File: config.mk
export PLATFORM = sky130hd
export DESIGN_NAME = signed_max_unpool_flat
export DESIGN_NICKNAME = d
export VERILOG_FILES = /design/src/rtl/signed_max_unpool_if.sv /design/src/rtl/signed_max_unpool.sv /design/src/flat_wrapper.sv
export SDC_FILE = /design/constraint.sdc
export NUM_CORES = 1
export LEC_CHECK = 0
export ABC_AREA = 1
export CORE_AREA = 2 2 51 53
export CTS_CLUSTER_SIZE = 40
export DETAILED_ROUTE_END_ITERATION = 10
export DIE_AREA = 0 0 53 55
export GPL_TIMING_DRIVEN = 0
export HOLD_SLACK_MARGIN = 0.05
export PLACE_DENSITY = 0.78
export RECOVER_POWER = 50
export SLEW_MARGIN = 15
export SYNTH_ARGS = -nofsm -noshare
export SYNTH_HDL_FRONTEND = slang
export SYNTH_SLANG_ARGS = --single-unit
File: constraint.sdc
create_clock -name clk -period 4 [get_ports clk]
set_input_delay 0.4 -clock clk [delete_from_list [all_inputs] [get_ports clk]]
set_output_delay 0.4 -clock clk [all_outputs]
set_load 0.01 [all_outputs]
File: src/rtl/signed_max_unpool_if.sv
// Handshake bundle for the max-unpool block.
// The input side carries the pooled value and its argmax index; the output side carries the expanded window beats.
interface signed_max_unpool_if #(
  parameter int unsigned DATA_WIDTH = 8,
  parameter int unsigned IDX_WIDTH  = 2
);
  logic                         in_valid;
  logic                         in_ready;
  logic signed [DATA_WIDTH-1:0] in_data;
  logic [IDX_WIDTH-1:0]         in_idx;

  logic                         out_valid;
  logic                         out_ready;
  logic signed [DATA_WIDTH-1:0] out_data;
  logic                         out_last;

  modport master (
    output in_valid, in_data, in_idx, out_ready,
    input  in_ready, out_valid, out_data, out_last
  );

  modport slave (
    input  in_valid, in_data, in_idx, out_ready,
    output in_ready, out_valid, out_data, out_last
  );
endinterface

File: src/rtl/signed_max_unpool.sv
// Signed max-unpool: expands one pooled value plus its argmax index into a window of beats.
// Every beat is zero except the beat at the index. Back-to-back windows are supported with no bubble.
module signed_max_unpool #(
  parameter int unsigned DATA_WIDTH = 8,
  parameter int unsigned MAX_POOL   = 4,
  parameter int unsigned IDX_WIDTH  = 2,
  parameter int unsigned CNT_WIDTH  = 3
) (
  input  logic                  clk,
  input  logic                  reset,
  input  logic [CNT_WIDTH-1:0]  cfg_pool_size,
  signed_max_unpool_if.slave    bus,
  output logic                  err_idx
);

  localparam int unsigned CMP_W = (IDX_WIDTH > CNT_WIDTH) ? IDX_WIDTH : CNT_WIDTH;

  typedef enum logic {
    IDLE,
    EXPAND
  } state_e;

  state_e                       state_q, state_d;
  logic signed [DATA_WIDTH-1:0] val_q, val_d;
  logic [IDX_WIDTH-1:0]         idx_q, idx_d;
  logic [CNT_WIDTH-1:0]         size_q, size_d;
  logic [CNT_WIDTH-1:0]         cnt_q, cnt_d;
  logic                         err_q, err_d;

  logic [CNT_WIDTH-1:0]         cfg_eff;
  logic                         is_last;
  logic                         accept;
  logic                         beat;

  // Window size is clamped into 1..MAX_POOL at the moment an element is accepted.
  always_comb begin
    cfg_eff = cfg_pool_size;
    if (cfg_pool_size == '0) begin
      cfg_eff = CNT_WIDTH'(1);
    end else if (cfg_pool_size > CNT_WIDTH'(MAX_POOL)) begin
      cfg_eff = CNT_WIDTH'(MAX_POOL);
    end
  end

  // All out_* signals decode from registers only; in_ready may follow out_ready so the next window can load on the last-beat handshake.
  always_comb begin
    is_last       = (state_q == EXPAND) && (cnt_q == (size_q - CNT_WIDTH'(1)));
    bus.out_valid = (state_q == EXPAND);
    bus.out_last  = is_last;
    bus.out_data  = '0;
    if ((state_q == EXPAND) && (CMP_W'(cnt_q) == CMP_W'(idx_q))) begin
      bus.out_data = val_q;
    end
    bus.in_ready  = (state_q == IDLE) || (bus.out_ready && is_last);
    accept        = bus.in_valid && bus.in_ready;
    beat          = bus.out_valid && bus.out_ready;
  end

  assign err_idx = err_q;

  always_comb begin
    state_d = state_q;
    val_d   = val_q;
    idx_d   = idx_q;
    size_d  = size_q;
    cnt_d   = cnt_q;
    err_d   = err_q;

    if (beat && !is_last) begin
      cnt_d = cnt_q + CNT_WIDTH'(1);
    end

    if (accept) begin
      val_d   = bus.in_data;
      idx_d   = bus.in_idx;
      size_d  = cfg_eff;
      cnt_d   = '0;
      state_d = EXPAND;
      if (CMP_W'(bus.in_idx) >= CMP_W'(cfg_eff)) begin
        err_d = 1'b1;
      end
    end else if (beat && is_last) begin
      state_d = IDLE;
    end
  end

  always_ff @(posedge clk) begin
    if (reset) begin
      state_q <= IDLE;
      val_q   <= '0;
      idx_q   <= '0;
      size_q  <= CNT_WIDTH'(1);
      cnt_q   <= '0;
      err_q   <= 1'b0;
    end else begin
      state_q <= state_d;
      val_q   <= val_d;
      idx_q   <= idx_d;
      size_q  <= size_d;
      cnt_q   <= cnt_d;
      err_q   <= err_d;
    end
  end

endmodule

File: src/flat_wrapper.sv
// flat-port wrapper written by rule: the top's interface ports become plain ports
module signed_max_unpool_flat 
#(
  parameter int unsigned DATA_WIDTH = 8,
  parameter int unsigned MAX_POOL   = 4,
  parameter int unsigned IDX_WIDTH  = 2,
  parameter int unsigned CNT_WIDTH  = 3
)
  (clk, reset, cfg_pool_size, err_idx, bus_in_valid, bus_in_data, bus_in_idx, bus_out_ready, bus_in_ready, bus_out_valid, bus_out_data, bus_out_last);
  signed_max_unpool_if #(.DATA_WIDTH(DATA_WIDTH), .IDX_WIDTH(IDX_WIDTH)) bus_i ();
  input  logic clk;
  input  logic reset;
  input  logic [CNT_WIDTH-1:0] cfg_pool_size;
  output logic err_idx;
  input wire logic [$bits(bus_i.in_valid)-1:0] bus_in_valid;
  input wire logic [$bits(bus_i.in_data)-1:0] bus_in_data;
  input wire logic [$bits(bus_i.in_idx)-1:0] bus_in_idx;
  input wire logic [$bits(bus_i.out_ready)-1:0] bus_out_ready;
  output wire logic [$bits(bus_i.in_ready)-1:0] bus_in_ready;
  output wire logic [$bits(bus_i.out_valid)-1:0] bus_out_valid;
  output wire logic [$bits(bus_i.out_data)-1:0] bus_out_data;
  output wire logic [$bits(bus_i.out_last)-1:0] bus_out_last;
  assign bus_i.in_valid = bus_in_valid;
  assign bus_i.in_data = bus_in_data;
  assign bus_i.in_idx = bus_in_idx;
  assign bus_i.out_ready = bus_out_ready;
  assign bus_in_ready = bus_i.in_ready;
  assign bus_out_valid = bus_i.out_valid;
  assign bus_out_data = bus_i.out_data;
  assign bus_out_last = bus_i.out_last;
  signed_max_unpool #(.DATA_WIDTH(DATA_WIDTH), .MAX_POOL(MAX_POOL), .IDX_WIDTH(IDX_WIDTH), .CNT_WIDTH(CNT_WIDTH)) u_core (.clk(clk), .reset(reset), .cfg_pool_size(cfg_pool_size), .bus(bus_i), .err_idx(err_idx));
endmodule
==> impl_metrics.tcl, run 1 <==
set metrics [dict create \
    antenna_found_initial 0 \
    fmax_mhz 357 \
    cts-buffers-inserted 3 \
    critPathRequiredTime_ns 3.60 \
    final_util_pct 61.6 \
    cap_violations 0 \
    ctsHoldBuffers 0 \
    die_x_um 53 \
    clk_path_buf_depth 2 \
    ir_worst_vdd_mv 0.204 \
    p_per_area_nw_per_um2 331 \
    synth_fp_nets 201 \
    p_leak_nw 0.764 \
    seq_area_um2 360 \
    start_util_pct 49.5 \
    worstSetupStartpointType "flop" \
    port_buffers 27 \
    syn_area_per_cell_um2 6.51 \
    ant_nets 0 \
    max_stage_delay_ns 0.52 \
    fin_crit_sh_pct 70.0 \
    clk_pin_slew_ns 0.11 \
    grt-ovfl-total 0 \
    hold_viol 0 \
    synth_mux_area_share_pct 0 \
    fp.dieArea_um2 2920 \
    vias_per_cell 4.71 \
    slew_viol_final 0 \
    grt_max_degree 11 \
    synthCells 180 \
    skew_ns 0.00245 \
    power_uw 482 \
    wl_per_cell_um 9.83 \
    cts_tree "done" \
    fin_setup_tns_ns 0 \
    diodes 0 \
    finalInstanceArea_um2 1460 \
    fin_nets 233 \
    multi_input_area_um2 536 \
    globalplace.congestion 0.816 \
    setup_viol 0 \
    ys_seq_area_share_pct 30.8 \
    synth_compound_area_share_pct 5.02 \
    postCtsResizedCells 0 \
    fp.dieH_um 55 \
    drt_iter0_markers 20 \
    synth_warnings 0 \
    cp.arrival_ns 2.40 \
    tightest_slew_ns 0.766 \
    rsz0062_at_grt "no" \
    grt_usage_pct 18.4 \
    end_kind "output port" \
    mostFrequentLayoutCell "inv_1" \
    grt_pass1_vias 1003 \
    ys_types 25 \
    slowest_stage "clkdlybuf4s50_1" \
    min_period_ns 2.80 \
    fillers 235 \
    pre_cts_ws_ns 1.64 \
    drive_above_1_share_pct 9.95 \
    synth_fa_ha_area_share_pct 4.27 \
    grt_pass1_wl_um 3990 \
    fp-row-count 18 \
    postCtsSetupRepairBufs 0 \
    worst_slack_ns 1.20 \
    drcViolationCount 0 \
    clkLatencyLatePin_ns 0.29 \
    crit_top_cell "nand2_1" \
    worst_path_dominant_cell_family "simple AND/OR/NAND/NOR gates" \
    status "completed" \
    path_class "reg2out" \
    totalWireLength_um 2370 \
    io_pins 29 \
    placed_area_um2 1480 \
    synth_top_family_by_area "simple AND/OR/NAND/NOR gates" \
    synth_xor_area_share_pct 1.50 \
    core_area_um2 2360 \
    path_cells "inv_1 > ha_1 > nand2_1 > nand2_1 > nor2_1 > nand2_1 > nand2_1 > nand2_1 > inv_1 > clkdlybuf4s50_1" \
    yosys.area_share.simple_pct 38.9 \
    crit_fanout 7 \
    htreeDepth 1 \
    dpl.hpwl_um 1850 \
    critPathBufInv 3 \
    cts.sinks 18 \
    vias 1135 \
    layout_common_cells "inv_1 (48), nand2_1 (36), clkdlybuf4s50_1 (25), nor2_1 (18), dfxtp_1 (18)" \
    ys_ff_latch 18 \
    slew-limit-headroom_pct 48.9 \
    dr.pass1.iters 4 \
    syn_to_final_growth_pct 24.5 \
    synth_area_um2 1170 \
    hp-class "reg2reg" \
    cts-root-buf "clkbuf_4" \
]
## cells in the mapped netlist
library cell | instances | area, µm²
inv_1 | 45 | 169
nand2_1 | 33 | 124
dfxtp_1 | 18 | 360
nand4_1 | 17 | 106
nor2_1 | 17 | 63.8
nand2_2 | 10 | 62.6
a21oi_1 | 7 | 35.0
inv_2 | 5 | 18.8
ha_1 | 4 | 50.1
nand3_1 | 4 | 20.0
nor2_2 | 3 | 18.8
o21ai_0 | 3 | 15.0
buf_2 | 2 | 10.0
buf_1 | 1 | 3.75
buf_4 | 1 | 7.51
buf_6 | 1 | 11.3
clkbuf_1 | 1 | 3.75
clkbuf_2 | 1 | 5.00
nand2_4 | 1 | 11.3
nand2_8 | 1 | 20.0
nand3_4 | 1 | 17.5
nor2_4 | 1 | 11.3
o2111ai_1 | 1 | 8.76
xnor2_1 | 1 | 8.76
xor2_1 | 1 | 8.76
## registers in the layout, summed over array words and instances, names as in the netlist
name and cells:
u_core.idx_q 2, u_core.size_q 3, u_core.cnt_q 3, u_core.err_idx 1, u_core.val_q 8, u_core.bus.out_valid 1
## path summary, 6_finish.rpt
check | start | endpoint | slack (ns) | depth (start not counted)
max | u_core.size_q[0] | bus_in_ready | 1.20 | 10
min | u_core.err_idx | u_core.err_idx | 0.47 | 2
max reg2reg | u_core.size_q[0] | u_core.cnt_q[0] | 1.54 | 12
min reg2reg | u_core.err_idx | u_core.err_idx | 0.47 | 2
## cell type report
type | instances | share of cell area [%]
clock buffer | 4 | 2.49
inverter | 50 | 12.9
sequential | 18 | 24.7
buffer | 7 | 2.06
multi-input combinational | 105 | 36.7
timing repair buffer | 27 | 18.5
tap | 30 | 2.58
## layer usage
layer / share of wire (%) / track usage, % / vias up
li1: - / - / 604
met4: 0.80 / 6.41 / 0
met5: 0 / 0 / -
met2: 49 / 32.5 / 26
met1: 48 / 23.7 / 503
met3: 3.0 / 1.61 / 2
## tightest hold or removal path, delay by kind of cell (launching register included)
| family | cells | cell delay [ns] |
|---|---|---|
| AOI/OAI and AO/OA | 1 | 0.05 |
| buffers and inverters | 1 | 0.05 |
| DFF | 1 | 0.33 |
## power by group
part / switching, mW / total (mW) / internal [mW]
clock network: 0.0596 / 0.115 / 0.0554
registers: 0.00684 / 0.204 / 0.197
logic: 0.0936 / 0.163 / 0.0697
## through the flow
stage / hold WS [ns] / std cells
global placement: 0.441 / 237
finish: 0.475 / 241
floorplan: 0.468 / 180
global route: 0.494 / 241
CTS: 0.479 / 241
detailed placement: 0.459 / 237
## logic make-up (layout without fill, tap and decap cells)
| family | Yosys count | count (layout) |
|---|---|---|
| and+or+nand+nor | 88 | 88 |
| adders and majority gates | 4 | 4 |
| buffers and inverters | 57 | 88 |
| AOI/OAI and AO/OA | 11 | 11 |
| DFF | 18 | 18 |
| xor gates and xnor gates | 2 | 2 |
Power figures use the tool's default switching activity.
==> run 2, diff against run 1 <==
--- a/config.mk
+++ b/config.mk
@@ -6,13 +6,13 @@
 export NUM_CORES = 1
 export LEC_CHECK = 0
 export ABC_AREA = 1
-export CORE_AREA = 2 2 51 53
+export CORE_AREA = 2 2 53 55
 export CTS_CLUSTER_SIZE = 40
 export DETAILED_ROUTE_END_ITERATION = 10
-export DIE_AREA = 0 0 53 55
+export DIE_AREA = 0 0 55 57
 export GPL_TIMING_DRIVEN = 0
 export HOLD_SLACK_MARGIN = 0.05
-export PLACE_DENSITY = 0.78
+export PLACE_DENSITY = 0.72
 export RECOVER_POWER = 50
 export SLEW_MARGIN = 15
 export SYNTH_ARGS = -nofsm -noshare
==> constraint.sdc (replaced) <==
create_clock -name clk -period 2.8 [get_ports clk]
set_input_delay 0.28 -clock clk [delete_from_list [all_inputs] [get_ports clk]]
set_output_delay 0.28 -clock clk [all_outputs]
set_load 0.01 [all_outputs]
==> impl_metrics.tcl, run 2 (synthesis results as in run 1) <==
set metrics [dict create \
    antenna_found_initial 0 \
    p_per_area_nw_per_um2 474 \
    fp.dieH_um 57 \
    end_kind "output port" \
    largest_reg_flops 8 \
    drcViolationCount 0 \
    path_cells "inv_1 > nand2_1 > nand2_1 > a21oi_1 > o2111ai_1 > nor2_1 > clkdlybuf4s50_1" \
    setup_viol 0 \
    cts-root-buf "clkbuf_4" \
    diodes 0 \
    dr.pass1.iters 4 \
    fillers 260 \
    vias_per_cell 4.66 \
    min_period_ns 2.47 \
    cts-buffers-inserted 3 \
    syn_to_final_growth_pct 27.2 \
    rsz0062_at_grt "no" \
    fin_setup_tns_ns 0 \
    vias 1128 \
    crit_fanout 8 \
    start_util_pct 44.8 \
    top_register "u_core.val_q" \
    grt_max_degree 11 \
    ctsHoldBuffers 0 \
    path_class "reg2out" \
    htreeDepth 1 \
    slew-limit-headroom_pct 47.6 \
    postCtsSetupRepairBufs 0 \
    cts_tree "done" \
    ir_worst_vdd_mv 0.372 \
    ant_nets 0 \
    skew_ns 0.00673 \
    status "completed" \
    worstSetupStartpointType "flop" \
    grt-ovfl-total 0 \
    totalWireLength_um 2320 \
    fp.dieArea_um2 3140 \
    grt_usage_pct 17.6 \
    hp-class "in2reg" \
    wl_per_cell_um 9.57 \
    slew_viol_final 0 \
    cts.sinks 18 \
    r2r_cells 12 \
    drive_above_1_share_pct 11.8 \
    critPathRequiredTime_ns 2.52 \
    grt_pass1_wl_um 4100 \
    cp.arrival_ns 2.19 \
    fmax_mhz 404 \
    max_stage_delay_ns 0.56 \
    crit_top_cell "nand2_1" \
    postCtsResizedCells 0 \
    layout_common_cells "inv_1 (47), nand2_1 (34), clkdlybuf4s50_1 (25), dfxtp_1 (18)" \
    clkLatencyLatePin_ns 0.29 \
    p_leak_nw 0.771 \
    dpl.hpwl_um 1830 \
    grt_pass1_vias 994 \
    port_buffers 27 \
    clk_path_buf_depth 2 \
    top_regs "u_core.val_q: 8 flops, u_core.cnt_q: 3 flops, u_core.size_q: 3 flops" \
    fin_nets 233 \
    fin_crit_sh_pct 88.3 \
    core_area_um2 2620 \
    mostFrequentLayoutCell "inv_1" \
    hold_viol 0 \
    tightest_slew_ns 0.786 \
    globalplace.congestion 0.836 \
    cap_violations 0 \
    clk_pin_slew_ns 0.11 \
    drt_iter0_markers 20 \
    slowest_stage "clkdlybuf4s50_1" \
    min_path_cells 4 \
    io_pins 29 \
    die_x_um 55 \
    fp-row-count 19 \
    final_util_pct 57.0 \
]
[run 2: cell counts in the layout (fill, tap and decap cells not counted)]
Identical to the previous run, type by type.
[run 2: cell type report]
class | count | area [µm²] | share of cell area [%]
multi-input combinational | 105 | 567 | 38.0
sequential | 18 | 360 | 24.2
timing repair buffer | 27 | 270 | 18.1
inverter | 50 | 188 | 12.6
tap | 31 | 38.8 | 2.60
clock buffer | 4 | 36.3 | 2.43
buffer | 7 | 30.0 | 2.02
[run 2: worst max-delay path, delay by kind of cell (launching register included)]
| family | cells | cell delay (ns) |
|---|---|---|
| DFF | 1 | 0.44 |
| AOI/OAI and AO/OA | 2 | 0.50 |
| buffers and inverters | 2 | 0.64 |
| and+or+nand+nor | 3 | 0.32 |
[run 2: through the flow]
stage / std cells / total power [mW] / area [µm²] / worst slack [ns] / hold slack [ns]
2_1_floorplan: 180 / 0.484 / 1170 / 1.22 / 0.349
3_3_place_gp: 238 / 0.559 / 1480 / 0.668 / 0.441
3_5_place_dp: 238 / 0.565 / 1480 / 0.653 / 0.465
4_1_cts: 242 / 0.727 / 1520 / 0.305 / 0.407
5_1_grt: 242 / 0.765 / 1490 / 0.124 / 0.398
6_report: 242 / 0.707 / 1490 / 0.326 / 0.389
[run 2: worst paths after layout]
check | slack, ns | end | start
setup / recovery | 0.33 | bus_out_data[7] | u_core.cnt_q[0]
hold / removal | 0.39 | u_core.val_q[7] | bus_in_valid
setup reg to reg | 0.45 | u_core.cnt_q[1] | u_core.size_q[0]
hold reg to reg | 0.48 | u_core.err_idx | u_core.err_idx
[run 2: per-layer routing]
metal	wire length [µm]	vias to the layer above	global-route usage (%)
met1	1100	494	24.2
met5	0	-	0
li1	-	606	-
met2	1070	24	26.2
met4	51	0	9.41
met3	89	4	2.62
[run 2: report_power, final]
part           total [mW]  internal [mW]  switching, mW
registers           0.291          0.281        0.00974
logic               0.255          0.108          0.147
clock network       0.161         0.0792         0.0813
==> patch 1: new RTL, config.mk and constraints of run 2 <==
Reset style: asynchronous (`reset`), changed in one clocked block.
--- a/src/rtl/signed_max_unpool.sv
+++ b/src/rtl/signed_max_unpool.sv
@@ -84,7 +84,7 @@
     end
   end
 
-  always_ff @(posedge clk) begin
+  always_ff @(posedge clk or posedge reset) begin
     if (reset) begin
       state_q <= IDLE;
       val_q   <= '0;
Check against the original RTL: differs if reset is asserted again (counterexample within 4 cycles, from zero or initial values and one cycle with reset high); with reset held inactive, the same outputs for 10 cycles.
==> patch 1 against run 2 <==
Critical path depth is 1 higher. Setup slack worse by 0.081 ns. Synthesized area is 13% lower. Design area is 8.6% lower. Routed wire length is 9.2% lower. Non-clock buffer count is 3 lower. Worst hold slack better by 0.088 ns. Sequential cell count stayed put. Largest cell class is now registers.
Power is not compared: it rests on default switching activity, and its combinational part moved more than twofold at a synthesized area within 25%.
==> patch 1: results (changes against run 2) <==
* Top layer in use: met4
* Asr flop ratio synth at 100.0% (+100 points)
* Switching Fraction at 41.50%
* CTS tree: yes
* Multi-input combinational area share at 32.23% (-5.8 points)
* First-pass GRT wire length at 3.477 mm (-15%)
* Final WL at 2.104 mm (-9.2%)
* Initial antenna violation count at 0 (unchanged)
* HP Class: reg2reg
* DRT met1 WL at 961 um (-13%)
* GRT Total Usage at 14.77% (-2.8 points)
* Non-clock buffers at 31 (-8.8%)
* Inverters, non-clock at 24 (-52%)
* Filler cell count at 277 (+6.5%)
* ClkCell Share at 2.663% (+0.23 points)
* Number of DRC markers in iteration 0 at 14 (-30%)
* Met2 wire length at 1.033 mm (-3.8%)
* Crit path max fanout at 4 (-4)
* Critical path destination: bus_out_last
* Status: finished, final reports clean
* Register area share after synthesis at 44.19% (+13 points)
* Worst-margin pin slew at 0.6420 ns (-0.1438 ns)
* Top cells by area, synth: dfrtp_1, nand2_1, nand3_1, inv_1, nor2_1
* Mapped Nets at 162 (-19%)
* R2r endpoint: u_core.val_q[1]
* Non-clk buf share at 22.50% (+2.3 points)
* Pre-CTS WS at 0.3661 ns (-0.2872 ns)
* R2R Path Start: u_core.size_q[0]
* Fraction of area in registers at 33.15% (+9.0 points)
* Setup TNS at 0 ns (unchanged)
* GPL Wtd Cong at 0.7163 (-14%)
* Clock Latency Late Sink at 0.29 ns (about the same)
* Multi-input gate count at 96 (-8.6%)
* Clock Skews at 0.003617 ns (-0.003113 ns)
* Primary FF master, synth: dfrtp_1
* DR WL met3 at 89 um (unchanged)
* Clk_buf instances at 4 (unchanged)
* Finished Layout Cells at 204 (-16%)
* Mapped Cells at 141 (-22%)
* Most instantiated cells after synthesis: nand2_1, inv_1, nand3_1, dfrtp_1, nor2_1
* Setup ws final at 0.2453 ns (-0.08110 ns)
* Dpl hpwl at 1.681 mm (-7.9%)
* Met2 Track Usage GR at 23.64% (-2.6 points)
* Reg2reg path depth at 11 (-1)
* Vias in the first global route at 838 (-16%)
* Global routing usage on met3 at 1.832% (-0.79 points)
* Deepest clock path buffer count at 2 (unchanged)
* Critical Path AT at 2.27 ns (+0.08 ns)
* Slowest cell on crit path: dfstp_1
* Buffers on Ports at 28 (+3.7%)
* Min Hold Slack at 0.4773 ns (+0.08823 ns)
* Worst R2R Setup Slack at 0.61 ns (+0.16 ns)
* GR met1 Demand/Resource at 20.27% (-3.9 points)
* Netlist cell types at 19 (-24%)
* Largest net degree at the start of global routing at 19 (+8)
* Fraction of layout cells with a size suffix above 1 at 5.202% (-6.6 points)
* Hold depth at 2 (-2)
* Number of setup buffers added after CTS at 0 (unchanged)
* Post-DR vias/cell at 4.804 (+3.1%)
[patch 1: cell types whose count changed in the layout (fill, tap and decap cells not counted), sizes merged, moves of 2 or more]
cell,before,now
clkbuf,8,4
nand3,5,20
nor2,21,16
inv,50,24
dfxtp,18,0
nand2,45,50
dfrtp,0,17
nand4,17,0
o21ai,3,1
a21oi,7,2
[patch 1: critical path: cells and delay by family (launching register included)]
family                   cells  cell delay (ns)
adder cells (fa/ha/maj)      1             0.31
buffers and inverters        3             0.66
flip-flops                   1             0.57
AND/OR/NAND/NOR              4             0.44
[patch 1: stage by stage]
step / area [um^2] / total power (uW)
6_report: 1363 / 1275
2_1_floorplan: 1022 / 909.8
5_1_grt: 1363 / 1402
3_5_place_dp: 1341 / 1158
3_3_place_gp: 1341 / 1131
4_1_cts: 1378 / 1316
[patch 1: logic make-up (layout without fill, tap and decap cells)]
group,after synthesis,after routing,share of synthesized area (%)
compound gates,5,5,2.815
buf+inv,27,59,11.14
simple gates,87,87,36.96
fa+ha+maj,4,4,4.896
flops,18,18,44.19
[patch 1: worst min path at each step]
stage / startpoint / end
3_5_place_dp: u_core.val_q[5] / u_core.val_q[5]
2_1_floorplan: reset / u_core.bus.out_valid
3_3_place_gp: u_core.err_idx / u_core.err_idx
5_1_grt: u_core.val_q[7] / u_core.val_q[7]
4_1_cts: reset / u_core.val_q[5]
6_report: u_core.val_q[5] / u_core.val_q[5]
[patch 1: power groups by stage]
stage / clock [uW] / combinational, uW / sequential [uW]
5_1_grt: 172 / 758 / 472
3_3_place_gp: 0 / 672 / 458
4_1_cts: 162 / 694 / 460
2_1_floorplan: 0 / 463 / 447
6_report: 159 / 661 / 455
3_5_place_dp: 0 / 692 / 466
==> patch 2: new RTL, flow settings as in run 2 <==
Made on the original files. `DATA_WIDTH` is set to 8 in 3 places; all go to 10.
--- a/src/rtl/signed_max_unpool_if.sv
+++ b/src/rtl/signed_max_unpool_if.sv
@@ -1,7 +1,7 @@
 // Handshake bundle for the max-unpool block.
 // The input side carries the pooled value and its argmax index; the output side carries the expanded window beats.
 interface signed_max_unpool_if #(
-  parameter int unsigned DATA_WIDTH = 8,
+  parameter int unsigned DATA_WIDTH = 10,
   parameter int unsigned IDX_WIDTH  = 2
 );
   logic                         in_valid;
--- a/src/rtl/signed_max_unpool.sv
+++ b/src/rtl/signed_max_unpool.sv
@@ -1,7 +1,7 @@
 // Signed max-unpool: expands one pooled value plus its argmax index into a window of beats.
 // Every beat is zero except the beat at the index. Back-to-back windows are supported with no bubble.
 module signed_max_unpool #(
-  parameter int unsigned DATA_WIDTH = 8,
+  parameter int unsigned DATA_WIDTH = 10,
   parameter int unsigned MAX_POOL   = 4,
   parameter int unsigned IDX_WIDTH  = 2,
   parameter int unsigned CNT_WIDTH  = 3
--- a/src/flat_wrapper.sv
+++ b/src/flat_wrapper.sv
@@ -1,7 +1,7 @@
 // flat-port wrapper written by rule: the top's interface ports become plain ports
 module signed_max_unpool_flat 
 #(
-  parameter int unsigned DATA_WIDTH = 8,
+  parameter int unsigned DATA_WIDTH = 10,
   parameter int unsigned MAX_POOL   = 4,
   parameter int unsigned IDX_WIDTH  = 2,
   parameter int unsigned CNT_WIDTH  = 3
Interface: changed (resized bus_in_data and bus_out_data); port bits go from 29 to 33. No check against the original RTL was run, so the function may have changed too.
==> patch 2 against run 2 <==
Clock skew shrank 0.0055 ns. Largest cell class unchanged. Setup slack lost 0.12 ns. Combinational power grew 7%. Routed wire length grew 21%. Sequential cell count grew 2. Total power grew 18%. Largest power group unchanged. Design area grew 9.6%. Worst hold slack lost 0.016 ns. Synthesized area grew 8.0%.
==> patch 2: results (changes against run 2) <==
* Leak Pwr at 0.0008444 uW (+9.6%)
* Num CTS Buffers at 3 (unchanged)
* Count of final hold-check violations at 0 (unchanged)
* Filler cell count at 259 (-0.38%)
* HP Class: in2reg
* Peak supply drop at 0.3446 mV (-7.5%)
* Dpl cells at 258 (+8.4%)
* Crit path max fanout at 9 (+1)
* Netlist cell types at 26 (+4.0%)
* Deepest clock path buffer count at 2 (unchanged)
* Post_cts resized at 0 (unchanged)
* Most instantiated cells after synthesis: inv_1, nand2_1, nor2_1, dfxtp_1, nand4_1
* Setup violators final at 0 (unchanged)
* GPL Wtd Cong at 0.7979 (-4.6%)
* GRT Total Usage at 19.54% (+1.9 points)
* First-pass DRT Iterations at 4 (unchanged)
* Largest registers: u_core.val_q (10), u_core.cnt_q (3), u_core.size_q (3)
* Via count at 1251 (+11%)
* Clock Skews at 0.001195 ns (-0.005535 ns)
* Worst-margin pin slew at 0.9669 ns (+0.1811 ns)
* First-pass GRT wire length at 4.567 mm (+11%)
* Number of DRC markers in iteration 0 at 16 (-20%)
* Asr flop ratio synth at 0% (unchanged)
* Critical Path AT at 2.31 ns (+0.12 ns)
* Worst-path clk slew at 0.12 ns
* Buffers on Ports at 31 (+15%)
* Top cells by area, synth: dfxtp_1, inv_1, nand2_1, nand4_1, nor2_1
* Post-DR vias/cell at 4.775 (+2.4%)
* Synth Warn # at 0 (unchanged)
* Initial antenna violation count at 0 (unchanged)
* Register area share after synthesis at 31.65% (+0.88 points)
* Fraction of layout cells with a size suffix above 1 at 8.658% (-3.2 points)
* Root Driver: clkbuf_4
* Mapped Nets at 219 (+9.0%)
* Sw power at 265.4 uW (+11%)
* Clock Latency Late Sink at 0.30 ns
* Status: finished, final reports clean
* Diode count at 0 (unchanged)
* H-tree depth at 1 (unchanged)
* Vias in the first global route at 1137 (+14%)
* Dpl hpwl at 2.129 mm (+17%)
* Number of setup buffers added after CTS at 0 (unchanged)
* Mapped Cells at 196 (+8.9%)
* Routed WL per cell at 10.71 um (+12%)
* Largest net degree at the start of global routing at 13 (+2)
## patch 2: cell types whose count changed after synthesis, sizes merged
cell	before	now
clkinv	0	1
nor2	21	25
nand2	45	46
dfxtp	18	20
o22ai	0	1
inv	50	55
nand4	17	19
## patch 2: cells by family (layout without fill, tap and decap cells)
group | Yosys count | in the layout | synth area share [%]
AND/OR/NAND/NOR | 95 | 95 | 38.08
flip-flops | 20 | 20 | 31.65
AO/OA/AOI/OAI | 12 | 12 | 5.143
buffers and inverters | 63 | 98 | 19.78
XOR/XNOR | 2 | 2 | 1.385
adder cells (fa/ha/maj) | 4 | 4 | 3.957
## patch 2: worst max-delay path: stages, from the launching register on
cell	delay, ns
dfxtp_1	0.40
inv_1	0.06
ha_1	0.29
inv_1	0.04
nand2_1	0.05
nand2_1	0.05
nor2_1	0.22
nand2_4	0.13
nand2_8	0.10
nand2_1	0.07
inv_1	0.07
clkdlybuf4s50_1	0.52
## patch 2: path summary, 6_finish.rpt
path	to	start	slack (ns)	cells after the start
hold / removal	u_core.val_q[4]	bus_in_valid	0.37	4
hold reg to reg	u_core.err_idx	u_core.err_idx	0.46	2
setup reg to reg	u_core.cnt_q[1]	u_core.size_q[0]	0.36	12
setup / recovery	bus_in_ready	u_core.size_q[0]	0.21	11
## patch 2: power groups by stage
stage / Sequential (uW) / Clock [uW] / Combinational (uW)
after floorplan: 330 / 0 / 198
after global placement: 330 / 0 / 281
after detailed placement: 331 / 0 / 290
after CTS: 325 / 241 / 292
after global routing: 328 / 255 / 305
final: 325 / 239 / 273
## patch 2: cell type report
class | instances | area, um^2 | area share [%]
plain buffers | 7 | 28.78 | 1.762
repair buffers | 31 | 310.3 | 19.00
clock buffers | 3 | 22.52 | 1.379
multi-input cells | 113 | 591.8 | 36.25
inverters | 56 | 210.2 | 12.87
clock inverters | 1 | 30.03 | 1.839
well taps | 31 | 38.79 | 2.375
flip-flops and latches | 20 | 400.4 | 24.52
## patch 2: per-stage QoR
stage	utilization, %	hold slack (ns)	instance area (um^2)	setup slack [ns]
after floorplan	-	0.3491	1265	1.194
after global placement	61.72	0.4391	1614	0.6130
after detailed placement	61.72	0.4435	1614	0.5314
after CTS	63.73	0.3869	1667	0.1834
after global routing	62.44	0.3947	1633	0.04371
final	62.44	0.3730	1633	0.2081
## patch 2: layer usage
layer  global-route usage, %  wire [um]  share of wire (%)  vias to the layer above
li1                        -          -                  -                      662
met4                   8.362         27               0.96                        0
met3                   2.356         82                2.9                        2
met5                       0          0                  0                        -
met1                   25.16       1344                 48                      566
met2                   32.14       1352                 48                       21
